==> src/rtl/instr_fetch_unit.sv <==
// Multi-cycle instruction fetch stage: holds PC, fetches one word per handshake, presents IR/PC/PC_plus.
// Optional FETCH_COUNT_EN adds a 32-bit accepted-instruction counter output fetch_count.
module instr_fetch_unit #(
    parameter logic [31:0] RESET_PC    = 32'h0000_0000,
    parameter int unsigned MEM_TIMEOUT = 16
) (
    input  logic        clk,
    input  logic        rst_n,
    input  logic        start,
    input  logic        halt_req,
    output logic        imem_req,
    output logic [31:0] imem_addr,
    input  logic        imem_ack,
    input  logic [31:0] imem_rdata,
    output logic [31:0] IR,
    output logic [31:0] PC,
    output logic [31:0] PC_plus,
    output logic        instr_valid,
    input  logic        instr_ready,
    input  logic [31:0] NPC,
    output logic        fetch_fault
`ifdef FETCH_COUNT_EN
    ,
    output logic [31:0] fetch_count
`endif
);

    localparam int unsigned CNT_W   = 8;
    localparam logic [CNT_W-1:0] TO_LAST = CNT_W'(MEM_TIMEOUT - 1);

    typedef enum logic [2:0] {
        IDLE   = 3'd0,
        REQ    = 3'd1,
        HOLD   = 3'd2,
        HALTED = 3'd3,
        FAULT  = 3'd4
    } state_e;

    state_e           state_q, state_d;
    logic [31:0]      pc_q, pc_d;
    logic [31:0]      ir_q, ir_d;
    logic [CNT_W-1:0] cnt_q, cnt_d;
    logic             req_q, valid_q, fault_q;
    logic             accept;

    // Next-state, datapath updates and the accept strobe
    always_comb begin
        state_d = state_q;
        pc_d    = pc_q;
        ir_d    = ir_q;
        cnt_d   = '0;
        accept  = 1'b0;
        case (state_q)
            IDLE, HALTED: begin
                if (start) state_d = REQ;
            end
            REQ: begin
                if (imem_ack) begin
                    ir_d    = imem_rdata;
                    state_d = HOLD;
                end else if (cnt_q == TO_LAST) begin
                    state_d = FAULT;
                end else begin
                    cnt_d = cnt_q + CNT_W'(1);
                end
            end
            HOLD: begin
                if (instr_ready) begin
                    if (NPC[1:0] != 2'b00) begin
                        state_d = FAULT;
                    end else begin
                        pc_d    = NPC;
                        accept  = 1'b1;
                        state_d = halt_req ? HALTED : REQ;
                    end
                end
            end
            FAULT:   state_d = FAULT;
            default: state_d = FAULT;
        endcase
    end

    always_ff @(posedge clk or negedge rst_n) begin
        if (!rst_n) begin
            state_q <= IDLE;
            pc_q    <= RESET_PC;
            ir_q    <= '0;
            cnt_q   <= '0;
            req_q   <= 1'b0;
            valid_q <= 1'b0;
            fault_q <= 1'b0;
        end else begin
            state_q <= state_d;
            pc_q    <= pc_d;
            ir_q    <= ir_d;
            cnt_q   <= cnt_d;
            req_q   <= (state_d == REQ);
            valid_q <= (state_d == HOLD);
            fault_q <= (state_d == FAULT);
        end
    end

`ifdef FETCH_COUNT_EN
    logic [31:0] fcnt_q;

    always_ff @(posedge clk or negedge rst_n) begin
        if (!rst_n) begin
            fcnt_q <= '0;
        end else if (accept) begin
            fcnt_q <= fcnt_q + 32'd1;
        end
    end

    assign fetch_count = fcnt_q;
`endif

    assign imem_req    = req_q;
    assign imem_addr   = pc_q;
    assign IR          = ir_q;
    assign PC          = pc_q;
    assign PC_plus     = pc_q + 32'd4;
    assign instr_valid = valid_q;
    assign fetch_fault = fault_q;

endmodule

==> config.mk <==
export PLATFORM = sky130hd
export DESIGN_NAME = instr_fetch_unit
export DESIGN_NICKNAME = d
export VERILOG_FILES = /design/src/rtl/instr_fetch_unit.sv
export SDC_FILE = /design/constraint.sdc
export NUM_CORES = 1
export LEC_CHECK = 0
export CAP_MARGIN = 10
export CORE_UTILIZATION = 40
export CTS_CLUSTER_DIAMETER = 100
export DETAILED_ROUTE_END_ITERATION = 8
export PLACE_DENSITY = 0.79
export RECOVER_POWER = 100
export SLEW_MARGIN = 15
export SYNTH_ARGS = -nofsm -noshare
export SYNTH_HDL_FRONTEND = slang
export SYNTH_SLANG_ARGS = --single-unit
==> constraint.sdc <==
create_clock -name clk -period 5.4 [get_ports clk]
set_input_delay 1.08 -clock clk [delete_from_list [all_inputs] [get_ports clk]]
set_output_delay 1.08 -clock clk [all_outputs]
set_load 0.01 [all_outputs]
# ---- After elaboration in Yosys (flattened, before gate mapping)
# Index checks and enable logic that the tools add are counted.
dict set report totals {
  ff_bits 78
  latch_bits 0
  ramBits 0
  romBits 0
  output_inout_bits 131
  elab_cells 32
  memories 0
}
dict set report op_classes {
  addsub 2
  mul 0
  div 0
  magnitude_cmp 0
  n_eq_ne 7
  shift 0
  muxes 10
  bitwise 1
  n_reduce_logical 5
}
# op count
set ops {}
lappend ops {{32-bit by 3-bit adder with 32-bit output, second input constant} 1}
lappend ops {{8-bit 2-to-1 mux} 3}
lappend ops {{3-bit 2-to-1 mux} 5}
lappend ops {{3-bit by 2-bit == test with 1-bit output, second input constant} 3}
lappend ops {{3-bit one-hot mux with 3 select lines} 1}
lappend ops {{8-bit by 1-bit adder with 8-bit output, second input constant} 1}
lappend ops {{8-bit by 4-bit == test with 1-bit output, second input constant} 1}
lappend ops {{3-bit by 1-bit == test with 1-bit output, second input constant} 2}
lappend ops {{3-bit == test, second input constant} 1}
lappend ops {{3-bit zero test} 1}
lappend ops {{3-bit AND reduction} 1}
lappend ops {{2-bit 2-to-1 mux} 1}
lappend ops {{2-bit AND reduction} 1}
lappend ops {{2-bit nonzero test} 1}
lappend ops {{2-bit OR reduction} 1}
lappend ops {{1-bit inverter} 1}

# ---- Longest topological paths before layout
# Gate-level depths: netlist (run 1).
dict set report depth {
  ltp_word 5
  mapped_depth 6
  mapped_depth_nobuf 5
}

# ---- Least setup slack after synthesis (run 1)
# OpenSTA, ideal clock, no wires.
dict set report synth_path {
  path_kind {register to output}
  startpoint {reg pc_q[2] (netlist: PC[2])}
  endpoint {out PC_plus[18]}
  arrival_ps 1601
  t_required_ps 4320
  setup_slack_ps 2719
  stages_incl_launch_ff 7
  path_cell_list {dfrtp_1 > ha_1 > and4_1 > clkbuf_1 > and2_1 > nand4_1 > xnor2_1}
}
dict set report synth_between {
  elab_chain_cells 1
}
# element line_no
set synth_lines {}
lappend synth_lines {{from (decl)} 40} ;# logic [31:0] pc_q, pc_d;
lappend synth_lines {{from (signal assigned)} 94} ;# pc_q <= pc_d;
lappend synth_lines {{32-bit by 3-bit adder with 32-bit output} 121} ;# assign PC_plus = pc_q + 32'd4;
lappend synth_lines {{to (decl)} 17} ;# output logic [31:0] PC_plus,
# No other way between the ends.

# ---- Worst setup path after layout (run 1)
dict set report layout_path {
  startpoint {in instr_ready}
  endpoint {reg req_q (netlist: imem_req)}
}
dict set report layout_between {
  elab_chain_cells 3
}
# element line_no
set layout_lines {}
lappend layout_lines {{from (decl)} 19} ;# input logic instr_ready,
lappend layout_lines {{3-bit 2-to-1 mux} 68} ;# if (instr_ready) begin
lappend layout_lines {{3-bit one-hot mux with 3 select lines} 53} ;# case (state_q)
lappend layout_lines {{3-bit by 1-bit == test with 1-bit output} 97} ;# req_q <= (state_d == REQ);
lappend layout_lines {{to (signal assigned)} 97}
lappend layout_lines {{to (decl)} 43} ;# logic req_q, valid_q, fault_q;
# No other way between the ends.
# A chain may end at the register's enable or synchronous reset.

==> results of run 1 <==
==> power by group <==
part	internal (uW)	leakage (uW)	switching [uW]	total, uW
clock network	274	0.000110	213	487
registers	806	0.00100	240	1050
logic	737	0.00172	512	1250
total	1820	0.00284	964	2780
==> routing by layer <==
layer  part of all wire  wire length (um)
met1               0.40              4171
met2               0.47              4958
met3               0.11              1123
met4              0.020               212
met5                  0                 0
==> registers in the layout, indices dropped and copies added (netlist names) <==
register / cells
IR: 32
PC: 32
cnt_q: 8
state_q: 3
fetch_fault: 1
imem_req: 1
instr_valid: 1
==> critical path: stages <==
cell	delay (ns)
dlygate4sd3_1	0.55
nand3b_1	0.12
nor4_1	1.85
buf_4	0.46
a221oi_1	0.14
and2_0	0.24
==> final timing paths <==
path / cells after the start / slack (ns) / startpoint / to
max in group asynchronous: 1 / 2.98 / rst_n / PC[23]
worst max-delay path: 6 / 1.19 / instr_ready / imem_req
worst min-delay path: 1 / 0.48 / cnt_q[0] / cnt_q[0]
worst max register to register: 5 / 1.95 / state_q[0] / imem_req
worst min register to register: 1 / 0.48 / cnt_q[0] / cnt_q[0]
min in group asynchronous: 1 / 1.27 / rst_n / IR[17]
==> stage by stage <==
step,instances,hold WS (ns),total power [uW],setup slack [ns]
floorplan,378,0.4303,1646,2.719
global placement,663,0.4439,2449,2.167
detailed placement,663,0.4600,2481,2.099
CTS,679,0.4719,2984,1.694
global route,679,0.5019,2949,0.7645
finish,679,0.4770,2781,1.187
==> cell type report <==
cell class              count  share of cell area
flip-flops and latches     78              0.3304
repair buffers            203              0.3405
multi-input cells         251              0.2628
inverters                   2            0.001271
clock inverters             5             0.01377
clock buffers              11             0.02393
well taps                 129             0.02732
==> cells by family after synthesis <==
logic type      Yosys count
simple gates            174
flops                    78
buf+inv                  49
xor+xnor                 33
mux                      32
compound gates           10
fa+ha+maj                 2
==> layout by cell type, fill, tap and decap left out, types with 2 or more instances in the layout <==
master           instances
a21oi_1                  2
and2_0                   4
and2_1                   3
and3_1                   7
and4_1                   4
bufinv_16                2
clkbuf_1                 3
clkbuf_8                10
clkdlybuf4s50_1         70
dfrtp_1                 78
dlygate4sd3_1          129
ha_1                     2
inv_1                    2
mux2_2                  31
nand2_1                103
nand3_1                 11
nand3b_1                 2
nand4_1                  7
nor2_1                  12
nor3_1                   6
nor3b_1                  2
nor4_1                   7
o21ai_0                  4
xnor2_1                 18
xor2_1                  15
==> impl_metrics.toml, run 1 <==
[clocking]
cts_sinks = 78
worst_skew_pair.late_latency_ns = 0.34
root_buffer_cell = "clkbuf_8"
cts_inserted_buffers = 9
ctsLongestPathBuffers = 2
cts_resized = 0
clkSlewWorstSetupHoldPaths_ns = 0.08
hold_buffers = 0
cts_tree = "done"
cts_htree_levels = 3
cts_post_setup_buffers_inserted = 0

[timing]
fmaxAchievable_ghz = 0.2373
grt_setup_unrepaired = "false"
setup_viol = 0
fin_skew_ns = 0.01108
maxSlewHeadroom = -0.6495
layout_worst_path_cycle_share = 0.7803
final_max_slew_viol_count = 132
layout_min_cycle_time_ns = 4.213
setup-tns-final_ns = 0
finalHoldViolCount = 0
timing_worst_slew_pin_value_ns = 2.452

[die]
floorplan.initialDensity = 0.4161
die_area_um2 = 10100
die-height_um = 100.5
boundaryPins = 201
placeableCoreArea_um2 = 9328
core.rowCount = 35
die-width_um = 100.5

[drt]
routed-via-count = 3361
drt_first_iter_violations = 95
post_drt_via_cell_ratio = 4.950
route.antenna.remaining_nets = 0
route.detailed.drc = 0
detail_route.wl_per_cell_um = 15.41
drtPass1Iterations = 4
postRouteWirelength_um = 10470

[synth]
yosys.area_share.adder = 0.006447
ys_warn_count = 0
synth_area_per_cell_um2 = 10.27
async_flop_share = 1.000
synth_mux_area_frac = 0.09284
seq_area_frac_synth = 0.5029
syn_inst = 378
yosys-top-cells-count = "103 x nand2_1, 78 x dfrtp_1, 37 x buf_4, 32 x mux2_2, 18 x xnor2_1"
synth.ff_latch_count = 78
netlist_area_um2 = 3881
synthXorXnorAreaFrac = 0.07447
synth_top_area_frac = 0.5029
most_frequently_used_cell_type_in_the_post_synthesis_netlist = "nand2_1"
yosys_most_used_dff = "dfrtp_1"
post_synthesis_compound_gate_area_fraction = 0.01870
ys_top_cells_by_area = "dfrtp_1 50%, nand2_1 10%, mux2_2 9.3%"
synthSimpleGateAreaFrac = 0.2179
post-synth-top-area-cell = "dfrtp_1"
main_combinational_cell_family_by_area_after_synthesis = "simple AND/OR/NAND/NOR gates"
synthDistinctLibCells = 35
mappedNetlistNets = 450
number_of_enable_type_register_cells_in_the_synthesized_netlist = 0

[global_route]
groute.layer.met1.usage = 0.2509
grt_overflow_total = 0
grt-busiest-layer = "met2"
grtUsageMet3 = 0.07767
grt_antenna_before_repair = 0
grtUsageTotal = 0.2115
grt_max_degree = 79
grt_pass1_vias = 3371
wire_length_of_the_first_global_routing_pass_um = 16680
global_route.usage.met2 = 0.3514

[flow_run]
max_cap_viol = 3

[finish]
number_of_inserted_diodes = 0
postLayoutCellArea_um2 = 5908
sequential_cell_area_um2 = 1952
multi_input_comb_area_um2 = 1553
final_layout_size_suffix_gt1_frac = 0.09091
filler_cell_count = 805
final_nets = 617
postLayoutCoreUtil = 0.6334
layout-area-overhead-vs-synth_pct = 52.22

[placement]
gp_routability_congestion = 0.8085
dpl_cell_area_um2 = 5751
place.detailed.hpwl_um = 7951
placement.io_buffers = 200

[min_path]
min_path_type = "flop to flop"

[status]
status = "complete, but fails checks"
failed_checks = "capacitance limit, slew limit"

[critical_path]
crit_arrival_ns = 4.45
critPathKind = "input pin to flop"
endpoint_kind = "flop"
worst-path-max-fanout = 18
worst_setup_path_start_kind = "input pin"
required_ns = 5.63

[pwr]
peak_supply_drop_mv = 0.2540
p_per_area_nw_per_um2 = 470.7
power.leakage_uw = 0.002835
Power figures use the tool's default switching activity.
==> run 2: changes to the inputs <==
==> constraint.sdc (replaced) <==
create_clock -name clk -period 4 [get_ports clk]
set_input_delay 0.8 -clock clk [delete_from_list [all_inputs] [get_ports clk]]
set_output_delay 0.8 -clock clk [all_outputs]
set_load 0.01 [all_outputs]
==> run 2 against run 1 <==
Effect of this change:
- the flow still finishes with violations (capacitance limit, slew limit)
- core utilization is 0.080 points lower
- critical path depth is 1 lower
- combinational power is 36% higher
- clock skew is 0.0022 ns lower
- register-to-register slack worse by 0.70 ns
- power is 35% higher
- critical endpoint is now PC_plus[28]
- largest cell class unchanged
- highest routed layer unchanged
==> impl_metrics.toml, run 2 (same netlist as run 1, synthesis figures left out) <==
[finish]
sequential_cell_area_um2 = 1952
layout_commonest_cell = "dlygate4sd3_1"
postLayoutCoreUtil = 0.6326
number_of_inserted_diodes = 0
filler_cell_count = 786
mostFrequentLayoutCells = "128 x dlygate4sd3_1, 103 x nand2_1, 78 x dfrtp_1"
final_cell_count_no_fill = 680
layout-area-overhead-vs-synth_pct = 52.03
final_nets = 618
final_layout_size_suffix_gt1_frac = 0.08711
multi_input_comb_area_um2 = 1548

[critical_path]
setup.reg_to_reg.worst_slack_ns = 1.25
crit_path_end = "PC_plus[28]"
endpoint_kind = "output pin"
worst-path-max-fanout = 9
crit_arrival_ns = 2.73
launching_element_of_the_worst_setup_path = "PC[11]"
critPathKind = "flop to output pin"
required_ns = 3.20
worst_setup_path_start_kind = "flop"
worst-r2r-cell-count = 5
reg2reg_from = "state_q[2]"
r2r-end = "imem_req"

[pwr]
power.leakage_uw = 0.002827
power_report.internal_total_uw = 2455
logic_gate_share_of_total_power = 0.454
p_per_area_nw_per_um2 = 634.3
p_sw_frac = 0.3440
switching_power_uw = 1288
clock_power_share = 0.172
peak_supply_drop_mv = 0.3931
share_of_power_burned_in_registers = 0.374
total_power_uw = 3743

[drt]
route.detailed.drc = 0
detail_route.wl_per_cell_um = 15.43
routed-via-count = 3343
route.antenna.remaining_nets = 0
drtPass1Iterations = 4
post_drt_via_cell_ratio = 4.916
drt_first_iter_violations = 111
postRouteWirelength_um = 10500

[global_route]
grt_overflow_total = 0
grtUsageMet3 = 0.08877
grt_max_degree = 79
groute.layer.met1.usage = 0.2562
grt-busiest-layer = "met2"
global_route.usage.met2 = 0.3535
grt_pass1_vias = 3356
grt_antenna_before_repair = 0
wire_length_of_the_first_global_routing_pass_um = 16840
grtUsageTotal = 0.2163

[die]
die_area_um2 = 10100
placeableCoreArea_um2 = 9328
boundaryPins = 201
die-height_um = 100.5
floorplan.initialDensity = 0.4161
die-width_um = 100.5
core.rowCount = 35

[clocking]
hold_buffers = 0
cts_sinks = 78
cts_post_setup_buffers_inserted = 0
cts_resized = 0
root_buffer_cell = "clkbuf_8"
clkSlewWorstSetupHoldPaths_ns = 0.08
cts_inserted_buffers = 9
cts_htree_levels = 3
worst_skew_pair.late_latency_ns = 0.34
cts_tree = "done"
ctsLongestPathBuffers = 2

[timing]
setup_viol = 0
finalHoldViolCount = 0
layout_worst_path_cycle_share = 0.8827
timing_worst_slew_pin_value_ns = 1.899
layout_min_cycle_time_ns = 3.531
grt_setup_unrepaired = "false"
fmaxAchievable_ghz = 0.2832
fin_skew_ns = 0.008877
maxSlewHeadroom = -0.2659
setup-tns-final_ns = 0
final_max_slew_viol_count = 113

[status]
failed_checks = "capacitance limit, slew limit"
status = "complete, but fails checks"

[placement]
place.detailed.hpwl_um = 7961
place_inst = 664
placement.io_buffers = 200
gp_routability_congestion = 0.8394

[flow_run]
max_cap_viol = 2

[min_path]
min_path_type = "flop to flop"
-- run 2: cell count changes in the layout (fill, tap and decap cells not counted), sizes merged --
cell / previous run / this run
inv: 3 / 2
dlygate4sd3: 129 / 128
clkbuf: 14 / 17
clkinv: 1 / 0
clkdlybuf4s50: 70 / 71
-- run 2: cell type report --
class                   instances  area share
clock inverters                 3     0.01145
repair buffers                204      0.3416
inverters                       2    0.001272
well taps                     129     0.02735
clock buffers                  13     0.02523
flip-flops and latches         78      0.3308
multi-input cells             251      0.2623
-- run 2: per-stage QoR --
stage               hold slack, ns  setup slack (ns)  cell area (um2)
finish                      0.4800            0.4690             5901
global route                0.4915            0.3023             5901
CTS                         0.4834            0.6185             5974
detailed placement          0.4667             1.008             5758
global placement            0.4449             1.042             5758
floorplan                   0.4303             1.599             3881
-- run 2: layer usage --
layer  part of all wire  wire, um
met1               0.39      4135
met2               0.47      4926
met3               0.12      1217
met4              0.020       215
met5                  0         0
-- run 2: worst min path at each step --
stage | from | end | slack (ns) | depth (start not counted)
3_5_place_dp | cnt_q[0] | cnt_q[0] | 0.47 | 1
4_1_cts | cnt_q[0] | cnt_q[0] | 0.48 | 1
2_1_floorplan | cnt_q[0] | cnt_q[0] | 0.43 | 1
5_1_grt | cnt_q[0] | cnt_q[0] | 0.49 | 1
3_3_place_gp | cnt_q[0] | cnt_q[0] | 0.44 | 1
6_report | cnt_q[0] | cnt_q[0] | 0.48 | 1
-- run 2: critical path: stages (launching register included) --
cell	delay (ns)
dfrtp_1	0.53
and4_1	0.33
nand3_1	0.29
nor4_1	0.50
xor2_1	0.17
clkdlybuf4s50_1	0.56
-- run 2: power by group through the flow --
stage                     clock network, uW  registers (uW)  logic, uW
after floorplan                           0            1500        720
after global placement                    0            1420       1890
after detailed placement                  0            1440       1920
after CTS                               664            1430       1930
after global routing                    700            1450       1830
final                                   644            1400       1700
